`config.mk`:
```
export PLATFORM = sky130hd
export DESIGN_NAME = trig_adder_seq
export DESIGN_NICKNAME = d
export VERILOG_FILES = /design/src/rtl/trig_adder_pkg.sv /design/src/rtl/trig_adder_seq_adder_chunk.sv /design/src/rtl/trig_adder_seq.sv
export SDC_FILE = /design/constraint.sdc
export NUM_CORES = 1
export LEC_CHECK = 0
export CAP_MARGIN = 20
export CORE_ASPECT_RATIO = 1.2
export CORE_UTILIZATION = 35
export CTS_CLUSTER_SIZE = 12
export DETAILED_ROUTE_END_ITERATION = 10
export PLACE_DENSITY_LB_ADDON = 0.25
export RECOVER_POWER = 100
export SKIP_CTS_REPAIR_TIMING = 1
export SLEW_MARGIN = 20
export SYNTH_ARGS = -nofsm -noshare
export SYNTH_HDL_FRONTEND = slang
export SYNTH_HIERARCHICAL = 1
export SYNTH_SLANG_ARGS = --single-unit
export TNS_END_PERCENT = 10
```
`constraint.sdc`:
```
create_clock -name clk -period 3.45 [get_ports clk]
set_input_delay 0.8625 -clock clk [delete_from_list [all_inputs] [get_ports clk]]
set_output_delay 0.8625 -clock clk [all_outputs]
set_load 0.03 [all_outputs]
```
`src/rtl/trig_adder_pkg.sv`:
```
// Shared encodings for the chunk-serial trigger-gated adder.
package trig_adder_pkg;

   typedef enum logic [1:0] {
      MODE_ADD = 2'b00,
      MODE_SUB = 2'b01,
      MODE_ACC = 2'b10,
      MODE_CLR = 2'b11
   } mode_e;

   typedef enum logic {
      ST_IDLE = 1'b0,
      ST_RUN  = 1'b1
   } state_e;

endpackage

```
`src/rtl/trig_adder_seq_adder_chunk.sv`:
```
// One CHUNK-wide slice of the serial adder: purely combinational.
module adder_chunk #(
   parameter int CHUNK = 8
) (
   input  logic [CHUNK-1:0] x,
   input  logic [CHUNK-1:0] y,
   input  logic             cin,
   output logic [CHUNK-1:0] s,
   output logic             co
);

   assign {co, s} = {1'b0, x} + {1'b0, y} + {{CHUNK{1'b0}}, cin};

endmodule

```
`src/rtl/trig_adder_seq.sv`:
```
// Trigger-launched add/sub/accumulate/clear unit; one chunk of the sum per RUN cycle,
// carry held in a register between chunks.
module trig_adder_seq
   import trig_adder_pkg::*;
#(
   parameter int WIDTH = 32,
   parameter int CHUNK = 8
) (
   input  logic             clk,
   input  logic             rst_n,
   input  logic             trig,
   input  logic [1:0]       mode,
   input  logic [WIDTH-1:0] a,
   input  logic [WIDTH-1:0] b,
   output logic [WIDTH-1:0] c,
   output logic             cout,
   output logic             ovf,
   output logic             valid,
   output logic             busy
);

   localparam int STAGES = WIDTH / CHUNK;
   localparam int CW = (STAGES > 1) ? $clog2(STAGES) : 1;
   localparam logic [CW-1:0] LAST = CW'(STAGES - 1);

   state_e           state;
   logic [CW-1:0]    cnt;
   logic [WIDTH-1:0] op_a;
   logic [WIDTH-1:0] op_b;
   logic [WIDTH-1:0] part;
   logic [WIDTH-1:0] acc;
   logic             carry;
   logic             is_acc;

   logic [CHUNK-1:0] x;
   logic [CHUNK-1:0] y;
   logic [CHUNK-1:0] s;
   logic             co;
   logic [WIDTH-1:0] full_sum;

   // The chunk adder is time-multiplexed; full_sum merges the current chunk into the partial sum.
   always_comb begin
      x = op_a[cnt*CHUNK +: CHUNK];
      y = op_b[cnt*CHUNK +: CHUNK];
      full_sum = part;
      full_sum[cnt*CHUNK +: CHUNK] = s;
   end

   adder_chunk #(.CHUNK(CHUNK)) u_chunk (
      .x   (x),
      .y   (y),
      .cin (carry),
      .s   (s),
      .co  (co)
   );

   assign busy = (state == ST_RUN);

   always_ff @(posedge clk or negedge rst_n) begin
      if (!rst_n) begin
         state  <= ST_IDLE;
         cnt    <= '0;
         op_a   <= '0;
         op_b   <= '0;
         part   <= '0;
         acc    <= '0;
         carry  <= 1'b0;
         is_acc <= 1'b0;
         c      <= '0;
         cout   <= 1'b0;
         ovf    <= 1'b0;
         valid  <= 1'b0;
      end else begin
         valid <= 1'b0;
         case (state)
            ST_IDLE: begin
               if (trig) begin
                  if (mode == MODE_CLR) begin
                     acc   <= '0;
                     c     <= '0;
                     cout  <= 1'b0;
                     ovf   <= 1'b0;
                     valid <= 1'b1;
                  end else begin
                     // SUB is a + ~b + 1, so the carry register seeds the +1
                     op_a   <= (mode == MODE_ACC) ? acc : a;
                     op_b   <= (mode == MODE_SUB) ? ~b : b;
                     carry  <= (mode == MODE_SUB);
                     is_acc <= (mode == MODE_ACC);
                     cnt    <= '0;
                     part   <= '0;
                     state  <= ST_RUN;
                  end
               end
            end
            ST_RUN: begin
               part  <= full_sum;
               carry <= co;
               if (cnt == LAST) begin
                  cnt   <= '0;
                  c     <= full_sum;
                  cout  <= co;
                  ovf   <= (op_a[WIDTH-1] == op_b[WIDTH-1]) &&
                           (full_sum[WIDTH-1] != op_a[WIDTH-1]);
                  valid <= 1'b1;
                  state <= ST_IDLE;
                  if (is_acc) begin
                     acc <= full_sum;
                  end
               end else begin
                  cnt <= cnt + 1'b1;
               end
            end
            default: state <= ST_IDLE;
         endcase
      end
   end

endmodule

```
==> summary.md <==
| Metric | Value |
|---|---|
| Outcome | finished, violations left |
| Violations in the final reports | max-capacitance violations, max-slew violations |
| Leak | ~0.0044 uW |
| Capturing element of the worst setup path | c[30]$_DFFE_PN0P_ |
| Terminus of the critical flop-to-flop path | c[30]$_DFFE_PN0P_ |
| Placed standard-cell area | 0.00978 mm2 |
| Layout cells sized above 1 | 16.3% |
| Buffers & Inverters on Critical Path | 1 |
| Dominant register cell in the synthesized netlist | sky130_fd_sc_hd__dfrtp_1 |
| Biggest cell delay along the critical path | approximately 540 ps |
| Cells after synthesis | roughly 700 |
| Share of synthesized cell area in and, or, nand and nor gates | under 10% |
| Register bit total from synthesis | between 150 and 200 |
| Drt via density | between 5 and 6 |
| Worst hold stages | 1 |
| Final-report hold violation count | 0 |
| Core area | around 0.024 mm2 |
| Worst endpoint data arrival time | 3590 ps |
| Library cell contributing the largest single delay on the critical path | sky130_fd_sc_hd__mux4_2 |
| IO buf count | between 100 and 150 |
| Number of clock sinks | roughly 170 |
| Final non-filler cell total | between 1,000 and 1,500 |
| Power density of the placed cells | between 1000 and 1500 mW/mm2 |
| Worst path top cell family by delay | adder cells |
| Worst R2R Start | cnt[0]$_DFFE_PN0P_ |
| Slew @ Worst Pin | around 1900 ps |
| Post-CTS clock slew at the launch and capture registers of the worst setup and hold paths | roughly 70 ps |
| Synth Net Count | between 700 and 800 |
| Number of CTS-inserted buffers | 17 |
| Crit end category | flip-flop |
| Total count of max-transition violations in the final report | 74 |
| Unique masters post-synth | 62 |
| Leading cell type in the layout, fill and taps excluded | sky130_fd_sc_hd__dfrtp_1 |
| Required time worst endpoint | ~3800 ps |
| Multiplexer share of the synthesized area | roughly 18% |
| Synthesis Warnings | 6 |
| Clk root buf | sky130_fd_sc_hd__clkbuf_16 |
| CP startpoint kind | flip-flop |
| Number of global-route vias before repair | just under 6,000 |
| R2R depth | 10 |
| Average size of a mapped cell | approximately 12 um2 |
| Launching instance or port of the critical path | cnt[0]$_DFFE_PN0P_ |
| Maximum achievable frequency | around 300 MHz |
| Synth Area in XOR/XNOR | 3.71% |
| Peak ir drop on the vdd network | roughly 0.00065 V |
| Final routed wire length divided by cell count | ~20 um |
| Dominant combinational cell family by area after synthesis | multiplexers |
| Fraction of the mapped netlist area in compound gates | 17.4% |
| Estimated wirelength of the detail-placed design | between 15 and 20 mm |
| Final instance area | roughly 0.010 mm2 |
| GRT Residual Overflow | 0 |
| Number of synthesized flops with an enable pin | 0 |
| Flop-to-flop setup slack | between 150 and 200 ps |
| First-pass GRT wire length | approximately 35 mm |
| Count of placed standard cells including taps | about 1,100 |
| Post-route setup TNS | 0 ps |
| Cells along the critical path | mux4_2 > fa_1 > fa_1 > a21oi_2 > nor2_1 > nor2_1 > xnor2_1 > buf_4 > a32o_1 > mux2_1 |
| Floorplan die height | about 170 um |
| Routed wire length | between 20 and 25 mm |
| Number of ports placed on the die boundary | approximately 110 |
| Remaining antenna violation count | 0 |
| Pin count of the biggest net entering global routing | 75 |
| Most frequent cells in the layout | sky130_fd_sc_hd__dfrtp_1 (167), sky130_fd_sc_hd__a21oi_1 (129), sky130_fd_sc_hd__clkdlybuf4s50_1 (64), sky130_fd_sc_hd__mux2_2 (40) |
| Number of nets in the layout | ~860 |
| Share of synthesized flip-flops with an asynchronous set or reset | 100% |
| Number of buffers on the longest clock path | 2 |
| Area of the mapped netlist | roughly 0.0085 mm2 |
| Number of antenna violations at the first check in global routing | 0 |
| TritonCTS clock tree | yes |
| Class of the tightest hold or removal check | reg -> reg |
| Die area | about 0.025 mm2 |
| GPL Wtd Cong | roughly 0.85 |
| Router iterations before antenna repair | 5 |
| Post-Route Skew | 10.5 ps |
| Crit-path max FO | 7 |
| P&R area growth vs syn | 20.9% |
| Die width | between 100 and 150 um |
| Number of levels in the clock H-tree | 4 |
| Standard-cell rows | 62 |
| Part of the cycle the worst path needs | 94.9% |
| Hold Startpoint | c[10]$_DFFE_PN0P_ |
| GRT Resource Usage Total | roughly a fifth |
| Setup Viol. Count Final | 0 |
| Initial core utilization | between 30% and 40% |
| Critical path type | reg -> reg |
| Via Count | a little under 6,000 |
| Adder and majority gate portion of the synthesized area | about 2.4% |
| Slew Limit Headroom | -29.2% |
| Final critical delay including setup and external delays | ~3300 ps |
| Total number of cells along the worst setup path | 10 |
| Residual DRC count | 0 |
| Antenna fix cells | 0 |
| Insertion delay of the later-clocked pin in the worst-skew pair | ~440 ps |
| RSZ-0062 raised after global routing | no |
| Number of maximum-capacitance violations | 1 |
| Sequential cell area fraction in the yosys report | 49.5% |
| Detailed router's first-iteration violation count | about 440 |
-- how the worst min path moves through the flow --
stage | endpoint | slack [ps]
6_report | c[10]$_DFFE_PN0P_ | 490
5_1_grt | part[29]$_DFFE_PN0P_ | 510
4_1_cts | c[27]$_DFFE_PN0P_ | 490
3_5_place_dp | acc[2]$_DFFE_PN0P_ | 480
3_3_place_gp | acc[2]$_DFFE_PN0P_ | 470
2_1_floorplan | acc[2]$_DFFE_PN0P_ | 460
-- Yosys cell counts (13+ instances only) --
library cell              count  area [um2]
sky130_fd_sc_hd__nand2_1     18        67.6
sky130_fd_sc_hd__inv_1       16        60.1
sky130_fd_sc_hd__mux2_2      40         450
sky130_fd_sc_hd__dfrtp_1    168        4200
sky130_fd_sc_hd__a21oi_1    130         651
sky130_fd_sc_hd__a32o_1      38         380
sky130_fd_sc_hd__mux2i_1     33         330
sky130_fd_sc_hd__mux2_4      20         300
sky130_fd_sc_hd__ha_1        13         163
sky130_fd_sc_hd__xnor2_1     34         298
sky130_fd_sc_hd__mux4_2      16         360
sky130_fd_sc_hd__a22o_1      16         140
sky130_fd_sc_hd__buf_2       30         150
-- through the flow --
stage	utilization [%]	setup slack (ps)	hold WS, ps	power, uW
6_report	43.0	175	491	11300
3_3_place_gp	40.9	145	469	9530
5_1_grt	43.0	35.8	514	12000
2_1_floorplan	-	8.91	458	7460
3_5_place_dp	40.9	113	484	9600
4_1_cts	43.4	95.8	489	11500
-- flip-flops by register name (all words and copies together) (netlist names) --
| signal | flops |
|---|---|
| acc | 32 |
| c | 32 |
| op_a | 32 |
| op_b | 32 |
| part | 32 |
| cnt | 2 |
| busy | 1 |
| carry | 1 |
| cout | 1 |
| is_acc | 1 |
| ovf | 1 |
| valid | 1 |
-- metal layers --
metal / wire, um / up-vias / track usage, %
li1: - / 2730 / -
met1: 10200 / 2955 / 26.5
met2: 10900 / 149 / 29.6
met3: 1070 / 27 / 3.57
met4: 372 / 0 / 5.53
met5: 0 / - / 0
-- logic make-up (layout without fill, tap and decap cells) --
kind of cell	Yosys count	after routing
AO/OA/AOI/OAI	221	221
AND/OR/NAND/NOR	58	58
flip-flops	168	168
buffers and inverters	83	180
adder cells (fa/ha/maj)	15	15
XOR/XNOR	36	36
multiplexers	113	113
-- report_power, final --
| group | switching (uW) | internal [uW] |
|---|---|---|
| Clock | 814 | 1120 |
| Combinational | 3700 | 2340 |
| Sequential | 558 | 2800 |
| Total | 5070 | 6260 |
-- cell type report --
class,instances,area [um2]
clock buffers,24,512
clock inverters,8,85.1
multi-input cells,443,3760
flip-flops and latches,168,4210
repair buffers,129,1230
fillers,2306,13600
inverters,19,78.8
well taps,320,400
Note: power is estimated with default switching activity, not from simulation.
